==> src/rtl/wb_single_master_if.sv <==
// rtl/wb_single_master_if.sv - local request/response port and Wishbone pipelined bus bundle
interface wb_single_master_if #(
  parameter int ADDR_WIDTH = 32
);
  logic                  req_i;
  logic                  req_we_i;
  logic [ADDR_WIDTH-1:0] req_adr_i;
  logic [3:0]            req_sel_i;
  logic [31:0]           req_dat_i;
  logic                  req_ready_o;
  logic                  rsp_valid_o;
  logic [31:0]           rsp_dat_o;
  logic [1:0]            rsp_status_o;
  logic                  wb_cyc_o;
  logic                  wb_stb_o;
  logic                  wb_we_o;
  logic [ADDR_WIDTH-1:0] wb_adr_o;
  logic [3:0]            wb_sel_o;
  logic [31:0]           wb_dat_o;
  logic                  wb_ack_i;
  logic                  wb_err_i;
  logic                  wb_rty_i;
  logic                  wb_stall_i;
  logic [31:0]           wb_dat_i;

  modport master (
    input  req_i, req_we_i, req_adr_i, req_sel_i, req_dat_i,
    output req_ready_o, rsp_valid_o, rsp_dat_o, rsp_status_o,
    output wb_cyc_o, wb_stb_o, wb_we_o, wb_adr_o, wb_sel_o, wb_dat_o,
    input  wb_ack_i, wb_err_i, wb_rty_i, wb_stall_i, wb_dat_i
  );

  modport slave (
    output req_i, req_we_i, req_adr_i, req_sel_i, req_dat_i,
    input  req_ready_o, rsp_valid_o, rsp_dat_o, rsp_status_o,
    input  wb_cyc_o, wb_stb_o, wb_we_o, wb_adr_o, wb_sel_o, wb_dat_o,
    output wb_ack_i, wb_err_i, wb_rty_i, wb_stall_i, wb_dat_i
  );
endinterface

==> src/rtl/wb_single_master.sv <==
// rtl/wb_single_master.sv - single-command Wishbone pipelined initiator with bounded retry and timeout
module wb_single_master #(
  parameter int ADDR_WIDTH = 32,
  parameter int TIMEOUT    = 255,
  parameter int MAX_RETRY  = 3
) (
  input logic                clk_i,
  input logic                rst_i,
  wb_single_master_if.master bus
);
  localparam int TW = $clog2(TIMEOUT);
  localparam int RW = (MAX_RETRY < 1) ? 1 : $clog2(MAX_RETRY + 1);

  typedef enum logic [1:0] {S_IDLE, S_STB, S_WAIT, S_BACKOFF} state_t;

  state_t state;
  state_t state_d;

  logic                  cyc_q;
  logic                  stb_q;
  logic                  we_q;
  logic [ADDR_WIDTH-1:0] adr_q;
  logic [3:0]            sel_q;
  logic [31:0]           dat_q;
  logic                  rsp_valid_q;
  logic [31:0]           rsp_dat_q;
  logic [1:0]            rsp_status_q;
  logic [RW-1:0]         retry_q;
  logic [TW-1:0]         tmo_q;

  logic       accept;
  logic       term;
  logic       timed_out;
  logic       finish;
  logic       retry_inc;
  logic       load_rdata;
  logic [1:0] status_d;

  always_ff @(posedge clk_i or posedge rst_i) begin
    if (rst_i) state <= S_IDLE;
    else       state <= state_d;
  end

  always_comb begin
    state_d    = state;
    accept     = 1'b0;
    finish     = 1'b0;
    retry_inc  = 1'b0;
    load_rdata = 1'b0;
    status_d   = 2'b00;
    term       = bus.wb_ack_i | bus.wb_err_i | bus.wb_rty_i;
    timed_out  = (tmo_q == TW'(TIMEOUT - 1));
    case (state)
      S_IDLE: begin
        if (bus.req_i) begin
          accept  = 1'b1;
          state_d = S_STB;
        end
      end
      S_STB, S_WAIT: begin
        // A termination outranks both stall and the timeout in the same cycle.
        if (term) begin
          if (bus.wb_err_i) begin
            finish   = 1'b1;
            status_d = 2'b01;
          end else if (bus.wb_rty_i) begin
            if (retry_q < RW'(MAX_RETRY)) begin
              retry_inc = 1'b1;
              state_d   = S_BACKOFF;
            end else begin
              finish   = 1'b1;
              status_d = 2'b10;
            end
          end else begin
            finish     = 1'b1;
            load_rdata = ~we_q;
          end
        end else if (timed_out) begin
          finish   = 1'b1;
          status_d = 2'b11;
        end else if (state == S_STB && !bus.wb_stall_i) begin
          state_d = S_WAIT;
        end
      end
      S_BACKOFF: state_d = S_STB;
      default:   state_d = S_IDLE;
    endcase
    if (finish) state_d = S_IDLE;
  end

  always_ff @(posedge clk_i or posedge rst_i) begin
    if (rst_i) begin
      cyc_q        <= 1'b0;
      stb_q        <= 1'b0;
      we_q         <= 1'b0;
      adr_q        <= '0;
      sel_q        <= '0;
      dat_q        <= '0;
      rsp_valid_q  <= 1'b0;
      rsp_dat_q    <= '0;
      rsp_status_q <= 2'b00;
      retry_q      <= '0;
      tmo_q        <= '0;
    end else begin
      // Bus strobes follow the next state so they stay registered outputs.
      cyc_q       <= (state_d == S_STB) || (state_d == S_WAIT);
      stb_q       <= (state_d == S_STB);
      rsp_valid_q <= finish;
      if (finish)     rsp_status_q <= status_d;
      if (load_rdata) rsp_dat_q    <= bus.wb_dat_i;
      if (accept) begin
        we_q    <= bus.req_we_i;
        adr_q   <= bus.req_adr_i;
        sel_q   <= bus.req_sel_i;
        dat_q   <= bus.req_dat_i;
        retry_q <= '0;
      end else if (retry_inc) begin
        retry_q <= retry_q + 1'b1;
      end
      if (state_d == S_STB && state != S_STB) tmo_q <= '0;
      else if (state == S_STB || state == S_WAIT) tmo_q <= tmo_q + 1'b1;
    end
  end

  assign bus.req_ready_o  = (state == S_IDLE);
  assign bus.rsp_valid_o  = rsp_valid_q;
  assign bus.rsp_dat_o    = rsp_dat_q;
  assign bus.rsp_status_o = rsp_status_q;
  assign bus.wb_cyc_o     = cyc_q;
  assign bus.wb_stb_o     = stb_q;
  assign bus.wb_we_o      = we_q;
  assign bus.wb_adr_o     = adr_q;
  assign bus.wb_sel_o     = sel_q;
  assign bus.wb_dat_o     = dat_q;
endmodule

==> src/flat_wrapper.sv <==
// flat-port wrapper written by rule: the top's interface ports become plain ports
module wb_single_master_flat 
#(
  parameter int ADDR_WIDTH = 32,
  parameter int TIMEOUT    = 255,
  parameter int MAX_RETRY  = 3
)
  (clk_i, rst_i, bus_req_i, bus_req_we_i, bus_req_adr_i, bus_req_sel_i, bus_req_dat_i, bus_req_ready_o, bus_rsp_valid_o, bus_rsp_dat_o, bus_rsp_status_o, bus_wb_cyc_o, bus_wb_stb_o, bus_wb_we_o, bus_wb_adr_o, bus_wb_sel_o, bus_wb_dat_o, bus_wb_ack_i, bus_wb_err_i, bus_wb_rty_i, bus_wb_stall_i, bus_wb_dat_i);
  wb_single_master_if #(.ADDR_WIDTH(ADDR_WIDTH)) bus_i ();
  input logic clk_i;
  input logic rst_i;
  input wire logic [$bits(bus_i.req_i)-1:0] bus_req_i;
  input wire logic [$bits(bus_i.req_we_i)-1:0] bus_req_we_i;
  input wire logic [$bits(bus_i.req_adr_i)-1:0] bus_req_adr_i;
  input wire logic [$bits(bus_i.req_sel_i)-1:0] bus_req_sel_i;
  input wire logic [$bits(bus_i.req_dat_i)-1:0] bus_req_dat_i;
  output wire logic [$bits(bus_i.req_ready_o)-1:0] bus_req_ready_o;
  output wire logic [$bits(bus_i.rsp_valid_o)-1:0] bus_rsp_valid_o;
  output wire logic [$bits(bus_i.rsp_dat_o)-1:0] bus_rsp_dat_o;
  output wire logic [$bits(bus_i.rsp_status_o)-1:0] bus_rsp_status_o;
  output wire logic [$bits(bus_i.wb_cyc_o)-1:0] bus_wb_cyc_o;
  output wire logic [$bits(bus_i.wb_stb_o)-1:0] bus_wb_stb_o;
  output wire logic [$bits(bus_i.wb_we_o)-1:0] bus_wb_we_o;
  output wire logic [$bits(bus_i.wb_adr_o)-1:0] bus_wb_adr_o;
  output wire logic [$bits(bus_i.wb_sel_o)-1:0] bus_wb_sel_o;
  output wire logic [$bits(bus_i.wb_dat_o)-1:0] bus_wb_dat_o;
  input wire logic [$bits(bus_i.wb_ack_i)-1:0] bus_wb_ack_i;
  input wire logic [$bits(bus_i.wb_err_i)-1:0] bus_wb_err_i;
  input wire logic [$bits(bus_i.wb_rty_i)-1:0] bus_wb_rty_i;
  input wire logic [$bits(bus_i.wb_stall_i)-1:0] bus_wb_stall_i;
  input wire logic [$bits(bus_i.wb_dat_i)-1:0] bus_wb_dat_i;
  assign bus_i.req_i = bus_req_i;
  assign bus_i.req_we_i = bus_req_we_i;
  assign bus_i.req_adr_i = bus_req_adr_i;
  assign bus_i.req_sel_i = bus_req_sel_i;
  assign bus_i.req_dat_i = bus_req_dat_i;
  assign bus_req_ready_o = bus_i.req_ready_o;
  assign bus_rsp_valid_o = bus_i.rsp_valid_o;
  assign bus_rsp_dat_o = bus_i.rsp_dat_o;
  assign bus_rsp_status_o = bus_i.rsp_status_o;
  assign bus_wb_cyc_o = bus_i.wb_cyc_o;
  assign bus_wb_stb_o = bus_i.wb_stb_o;
  assign bus_wb_we_o = bus_i.wb_we_o;
  assign bus_wb_adr_o = bus_i.wb_adr_o;
  assign bus_wb_sel_o = bus_i.wb_sel_o;
  assign bus_wb_dat_o = bus_i.wb_dat_o;
  assign bus_i.wb_ack_i = bus_wb_ack_i;
  assign bus_i.wb_err_i = bus_wb_err_i;
  assign bus_i.wb_rty_i = bus_wb_rty_i;
  assign bus_i.wb_stall_i = bus_wb_stall_i;
  assign bus_i.wb_dat_i = bus_wb_dat_i;
  wb_single_master #(.ADDR_WIDTH(ADDR_WIDTH), .TIMEOUT(TIMEOUT), .MAX_RETRY(MAX_RETRY)) u_core (.clk_i(clk_i), .rst_i(rst_i), .bus(bus_i));
endmodule
==> config.mk <==
export PLATFORM = sky130hd
export DESIGN_NAME = wb_single_master_flat
export DESIGN_NICKNAME = d
export VERILOG_FILES = /design/src/rtl/wb_single_master_if.sv /design/src/rtl/wb_single_master.sv /design/src/flat_wrapper.sv
export SDC_FILE = /design/constraint.sdc
export NUM_CORES = 1
export LEC_CHECK = 0
export CAP_MARGIN = 20
export CORE_MARGIN = 4
export CORE_UTILIZATION = 42
export CTS_CLUSTER_DIAMETER = 30
export DETAILED_ROUTE_END_ITERATION = 7
export GPL_TIMING_DRIVEN = 1
export HOLD_SLACK_MARGIN = 0.1
export PLACE_DENSITY_LB_ADDON = 0.15
export SYNTH_ARGS = -nofsm -noshare
export SYNTH_HDL_FRONTEND = slang
export SYNTH_SLANG_ARGS = --single-unit
==> constraint.sdc <==
create_clock -name clk_i -period 5.1 [get_ports clk_i]
set_input_delay 1.02 -clock clk_i [delete_from_list [all_inputs] [get_ports clk_i]]
set_output_delay 1.02 -clock clk_i [all_outputs]
set_load 0.02 [all_outputs]
=== Word-level counts from Yosys, hierarchy flattened ===
Cells that the tools add are included.
W data, S select, Z words.

* Memories: 0
* Latch bits: 0
* Logic and storage cells: 70
* ROM bits: 0
* Bits in registers: 118
* Memory bits (writable): 0

* Div/mod/pow operators: 0
* Add/subtract/negate cells: 2
* Multipliers: 0
* Reduce and logical (&&, ||, !) cells: 9
* Eq/ne operators: 7
* Bitwise gates (word level): 3
* Order comparisons: 1
* Shift-type cells: 0
* Multiplexer cells: 36

{| class="wikitable"
|+ Operators by type and width
! kind !! number
|-
| $mux W2 || 16
|-
| $mux W1 || 17
|-
| $mux W8 || 2
|-
| $add A8 B1 Y8 const B || 1
|-
| $eq A8 B8 Y1 const B || 1
|-
| $eq A2 B2 Y1 const B || 3
|-
| $pmux W2 S3 || 1
|-
| $eq A2 B1 Y1 const B || 2
|-
| $reduce_bool A2 Y1 || 2
|-
| $add A2 B1 Y2 const B || 1
|-
| $logic_and A1 B1 Y1 || 2
|-
| $logic_not A2 Y1 || 1
|-
| $logic_or A1 B1 Y1 || 2
|-
| $lt A2 B2 Y1 const B || 1
|-
| $ne A2 B1 Y1 const B || 1
|-
| $or A1 B1 Y1 || 2
|-
| $reduce_or A2 Y1 || 1
|-
| $logic_not A1 Y1 || 1
|-
| $not A1 Y1 || 1
|}

=== Logic depth before layout (Yosys ltp) ===
* Word-level depth: 10
* Depth in mapped cells: 10

=== Worst setup path before layout ===
Ideal clock, no wire load.

* Kind: in2reg
* From: input bus_wb_rty_i
* To: register u_core.tmo_q[1]
* Arrival: 2.505 ns
* Data required time: 5.006 ns
* Slack: 2.501 ns
* Cell stages on the path: 8
* Path buffers: 1
* Setup time: 0.094 ns
* Cell sequence: or3_1 -> nor3_2 -> o21ai_2 -> and3_1 -> ha_1 -> nor2b_1 -> clkbuf_1 -> a211oi_1

* Word-level cells in the longest chain between the ends: 8

{| class="wikitable"
|+ RTL lines
! what !! RTL line !! text
|-
| start: declaration || flat_wrapper.sv:29 || <nowiki>input wire logic [$bits(bus_i.wb_rty_i)-1:0] bus_wb_rty_i;</nowiki>
|-
| $mux W2 / $mux W1 (equally long branches) || wb_single_master.sv:66 || <nowiki>end else if (bus.wb_rty_i) begin</nowiki>
|-
| $mux W2 / $mux W1 (equally long branches) || wb_single_master.sv:63 || <nowiki>if (bus.wb_err_i) begin</nowiki>
|-
| $mux W2 / $mux W1 (equally long branches) || wb_single_master.sv:62 || <nowiki>if (term) begin</nowiki>
|-
| $pmux W2 S3 / $mux W1 (equally long branches) || wb_single_master.sv:53 || <nowiki>case (state)</nowiki>
|-
| $mux W2 (*) || wb_single_master.sv:88 || <nowiki>if (finish) state_d = S_IDLE;</nowiki>
|-
| via u_core.state_d[0] || wb_single_master.sv:17 || <nowiki>state_t state_d;</nowiki>
|-
| $eq A2 B1 Y1 (*) || wb_single_master.sv:120 || <nowiki>if (state_d == S_STB && state != S_STB) tmo_q <= '0;</nowiki>
|-
| $logic_and A1 B1 Y1 (*) || wb_single_master.sv:120 ||
|-
| $mux W8 / $reduce_bool A2 Y1 (equally long branches) || - ||
|-
| end signal: assignment || wb_single_master.sv:121 || <nowiki>else if (state == S_STB || state == S_WAIT) tmo_q <= tmo_q + 1'b1;</nowiki>
|-
| end: declaration || wb_single_master.sv:29 || <nowiki>logic [TW-1:0] tmo_q;</nowiki>
|}

Mark *: on every way through the listed nets, which the timed path passes. The rest lies on a longest branch.
A chain may end at the register's enable or synchronous reset.

=== Worst setup path in the final report ===
* From: register u_core.state[0]
* To: output bus_req_ready_o

* Word-level cells in the longest chain between the ends: 1

{| class="wikitable"
|+ RTL lines
! what !! RTL line !! text
|-
| start: declaration || wb_single_master.sv:16 || <nowiki>state_t state;</nowiki>
|-
| start signal: assignment || wb_single_master.sv:41 || <nowiki>else state <= state_d;</nowiki>
|-
| $logic_not A2 Y1 || wb_single_master.sv:125 || <nowiki>assign bus.req_ready_o = (state == S_IDLE);</nowiki>
|-
| end: declaration || flat_wrapper.sv:17 || <nowiki>output wire logic [$bits(bus_i.req_ready_o)-1:0] bus_req_ready_o;</nowiki>
|}

Every way passes these cells.

==> results.ini <==
[cells_and_area]
nets=645
n_antenna_cell=0
drive_above_1_share=0.255
final_util=0.693
fin_cells=682
area_delta_synth_final_pct=59.0

[synth]
synthCells=306
synth_warnings=0
yosysSeqAreaShare=0.617
ys_seq_elements=118
synth-xor-area-share=0.0110
syn-mean-instance-area_um2=15.6
synth_largest_area_cell=dfrtp_1
synth_compound_gate_area_share=0.0186
synth.distinct_cells=35
async_flop_share=1.00
synth_top_cell_area_share=0.617
synth_edf_count=0
netlist_area_um2=4790
synth-simple-area-share=0.0452
synthAdderAreaFrac=0.0183
syn_nets=421
synth_top_family_by_area=multiplexers
ys.flop_type=dfrtp_1
ys_top_cells_by_area=dfrtp_1, mux2_2, mux2_4
yosys-mux-area-fraction=0.265

[cts]
cts_hold_buf=0
cts-root-buf=clkbuf_16
tritoncts=built
post_cts_resize_count=0
cts_max_level=4
postCtsSetupBuffers=0
clock_tree.buffer_depth=2
clk_latency_ns=0.41
cts-buffers-inserted=17
clk_pin_slew_ns=0.05
cts.sinks=118

[setup_path]
cp.arrival_ns=1.95
end_kind=primary output
path_class=reg -> out
worst_ep_required_time_ns=4.08
critPathLaunchType=flop
worstPathMaxFanout=8

[sta]
max_clock_freq_ghz=0.337
finClkSkew_ns=0.00645
period_minus_slack_ns=2.97
slew_headroom=0.360
rsz0062_at_grt=false
finalSetupViolCount=0
finalHoldViolations=0
finalHoldWorstSlack_ns=0.497
worst_slack_ns=2.13
drv_slew=0
tns_ns=0
worst_pin_slew_ns=0.957
fin_crit_sh=0.582

[detailed_routing]
dr.pass1.iters=4
num_vias=3249
dr.first_iter.drc_count=175
drt-vias-per-instance=4.76
antenna_left=0
drt_wl_total_mm=12.0
detail_route.drc_violations=0
wl_per_cell_um=17.6

[outcome]
status=completed

[floorplanning]
core_area_um2=11000
die_h_um=115
fp.dieW_um=115
ios=215
rows=38
start_util=0.436
dieArea_um2=13200

[power_and_ir_drop]
peakVddDrop_mv=0.391
p_per_area_nw_per_um2=673
p_leak_nw=3.27

[grt]
grt_use_total=0.186
grt_pass1_vias=3648
grt_antenna_before_repair=0
grt_max_degree=70
grt-ovfl-total=0
grt_pass1_wl_mm=18.7

[min_path]
hold_class=reg -> reg

[placed_design]
port_buffers=214
place_congestion=0.805
hpwl_mm=8.96
placed_cells=651
post-place-ws_ns=1.75

[run]
max_cap_viol_count=0

## flip-flops by register name (all words and copies together), names as in the netlist
register                 cells
u_core.bus.wb_adr_o         32
u_core.retry_q               2
u_core.tmo_q                 8
u_core.bus.rsp_dat_o        32
u_core.bus.wb_cyc_o          1
u_core.bus.wb_sel_o          4
u_core.bus.rsp_valid_o       1
u_core.bus.wb_we_o           1
u_core.bus.rsp_status_o      2
u_core.bus.wb_dat_o         32
u_core.state                 2
u_core.bus.wb_stb_o          1
## kinds of logic after synthesis
| kind of cell | Yosys count |
|---|---|
| AOI/OAI and AO/OA | 14 |
| xor gates and xnor gates | 6 |
| adders and majority gates | 7 |
| buffers and inverters | 22 |
| DFF | 118 |
| muxes | 103 |
| and+or+nand+nor | 36 |
## per-stage QoR
stage	cell area [um^2]	power, W
after CTS	7610	0.00519
after global routing	7610	0.00538
after floorplan	4790	0.00289
after detailed placement	7060	0.00405
after global placement	7060	0.00398
final	7610	0.00512
## final timing paths
check	from	to	slack, ns	depth (start not counted)
worst max-delay path	u_core.state[0]	bus_req_ready_o	2.13	3
worst min-delay path	u_core.bus.rsp_status_o[1]	u_core.bus.rsp_status_o[1]	0.50	1
worst max register to register	u_core.state[0]	u_core.bus.rsp_dat_o[27]	2.27	6
worst min register to register	u_core.bus.rsp_status_o[1]	u_core.bus.rsp_status_o[1]	0.50	1
max in group asynchronous	rst_i	u_core.bus.wb_dat_o[2]	3.09	3
min in group asynchronous	rst_i	u_core.bus.wb_dat_o[19]	1.10	2
## cells in the final DEF, fill, tap and decap left out
cell and count:
clkinv_2 2, o21ai_2 1, inv_4 1, xor2_1 4
clkbuf_16 17, nand4_1 3, mux2_4 30, o21a_1 2
xnor2_1 2, nor3_2 1, or3_1 3, and3_1 2
nor3_1 2, nor2_1 10, a211oi_1 1, buf_4 4
a211o_1 1, nand2_4 1, clkbuf_8 5, a21oi_1 4
o21ai_0 4, ha_1 7, nor2b_4 1, nand2_1 5
clkdlybuf4s50_1 214, nor3b_2 1, nor4b_4 1, nand3b_1 1
bufinv_16 1, inv_1 7, inv_2 1, mux2i_1 2
mux2_2 71, nand3_1 4, o2111ai_1 1, dfrtp_1 118
nor2b_1 1, clkbuf_1 6
## per-layer routing
metal,vias to the layer above,part of all wire,global-route usage
met3,10,0.083,0.0889
met1,1623,0.36,0.199
met5,-,0,0
li1,1516,-,-
met2,100,0.54,0.324
met4,0,0.013,0.0649
## area by class of cell
cell class | instances | area [um^2]
fillers | 781 | 3370
flip-flops and latches | 118 | 2950
repair buffers | 218 | 2170
multi-input cells | 166 | 1720
clock buffers | 28 | 517
well taps | 140 | 175
clock inverters | 3 | 40.0
inverters | 9 | 36.3
## synthesized netlist by cell type, types with 4 or more instances
master,number
inv_1,8
nand2_1,5
ha_1,7
nand3_1,4
nor2_1,10
buf_2,7
xor2_1,4
a21oi_1,4
mux2_2,71
mux2_4,30
dfrtp_1,118
o21ai_0,4
## where the power goes
| group | internal [W] | switching [W] | total, W |
|---|---|---|---|
| registers | 0.00139 | 0.000251 | 0.00164 |
| logic | 0.00128 | 0.00109 | 0.00237 |
| clock network | 0.000730 | 0.000385 | 0.00112 |
## worst max-delay path, cell delays in order, from the launching register on
cell             delay, ns
dfrtp_1               0.43
inv_1                 0.08
ha_1                  0.35
clkdlybuf4s50_1       0.68
(Power assumes the default switching activity.)
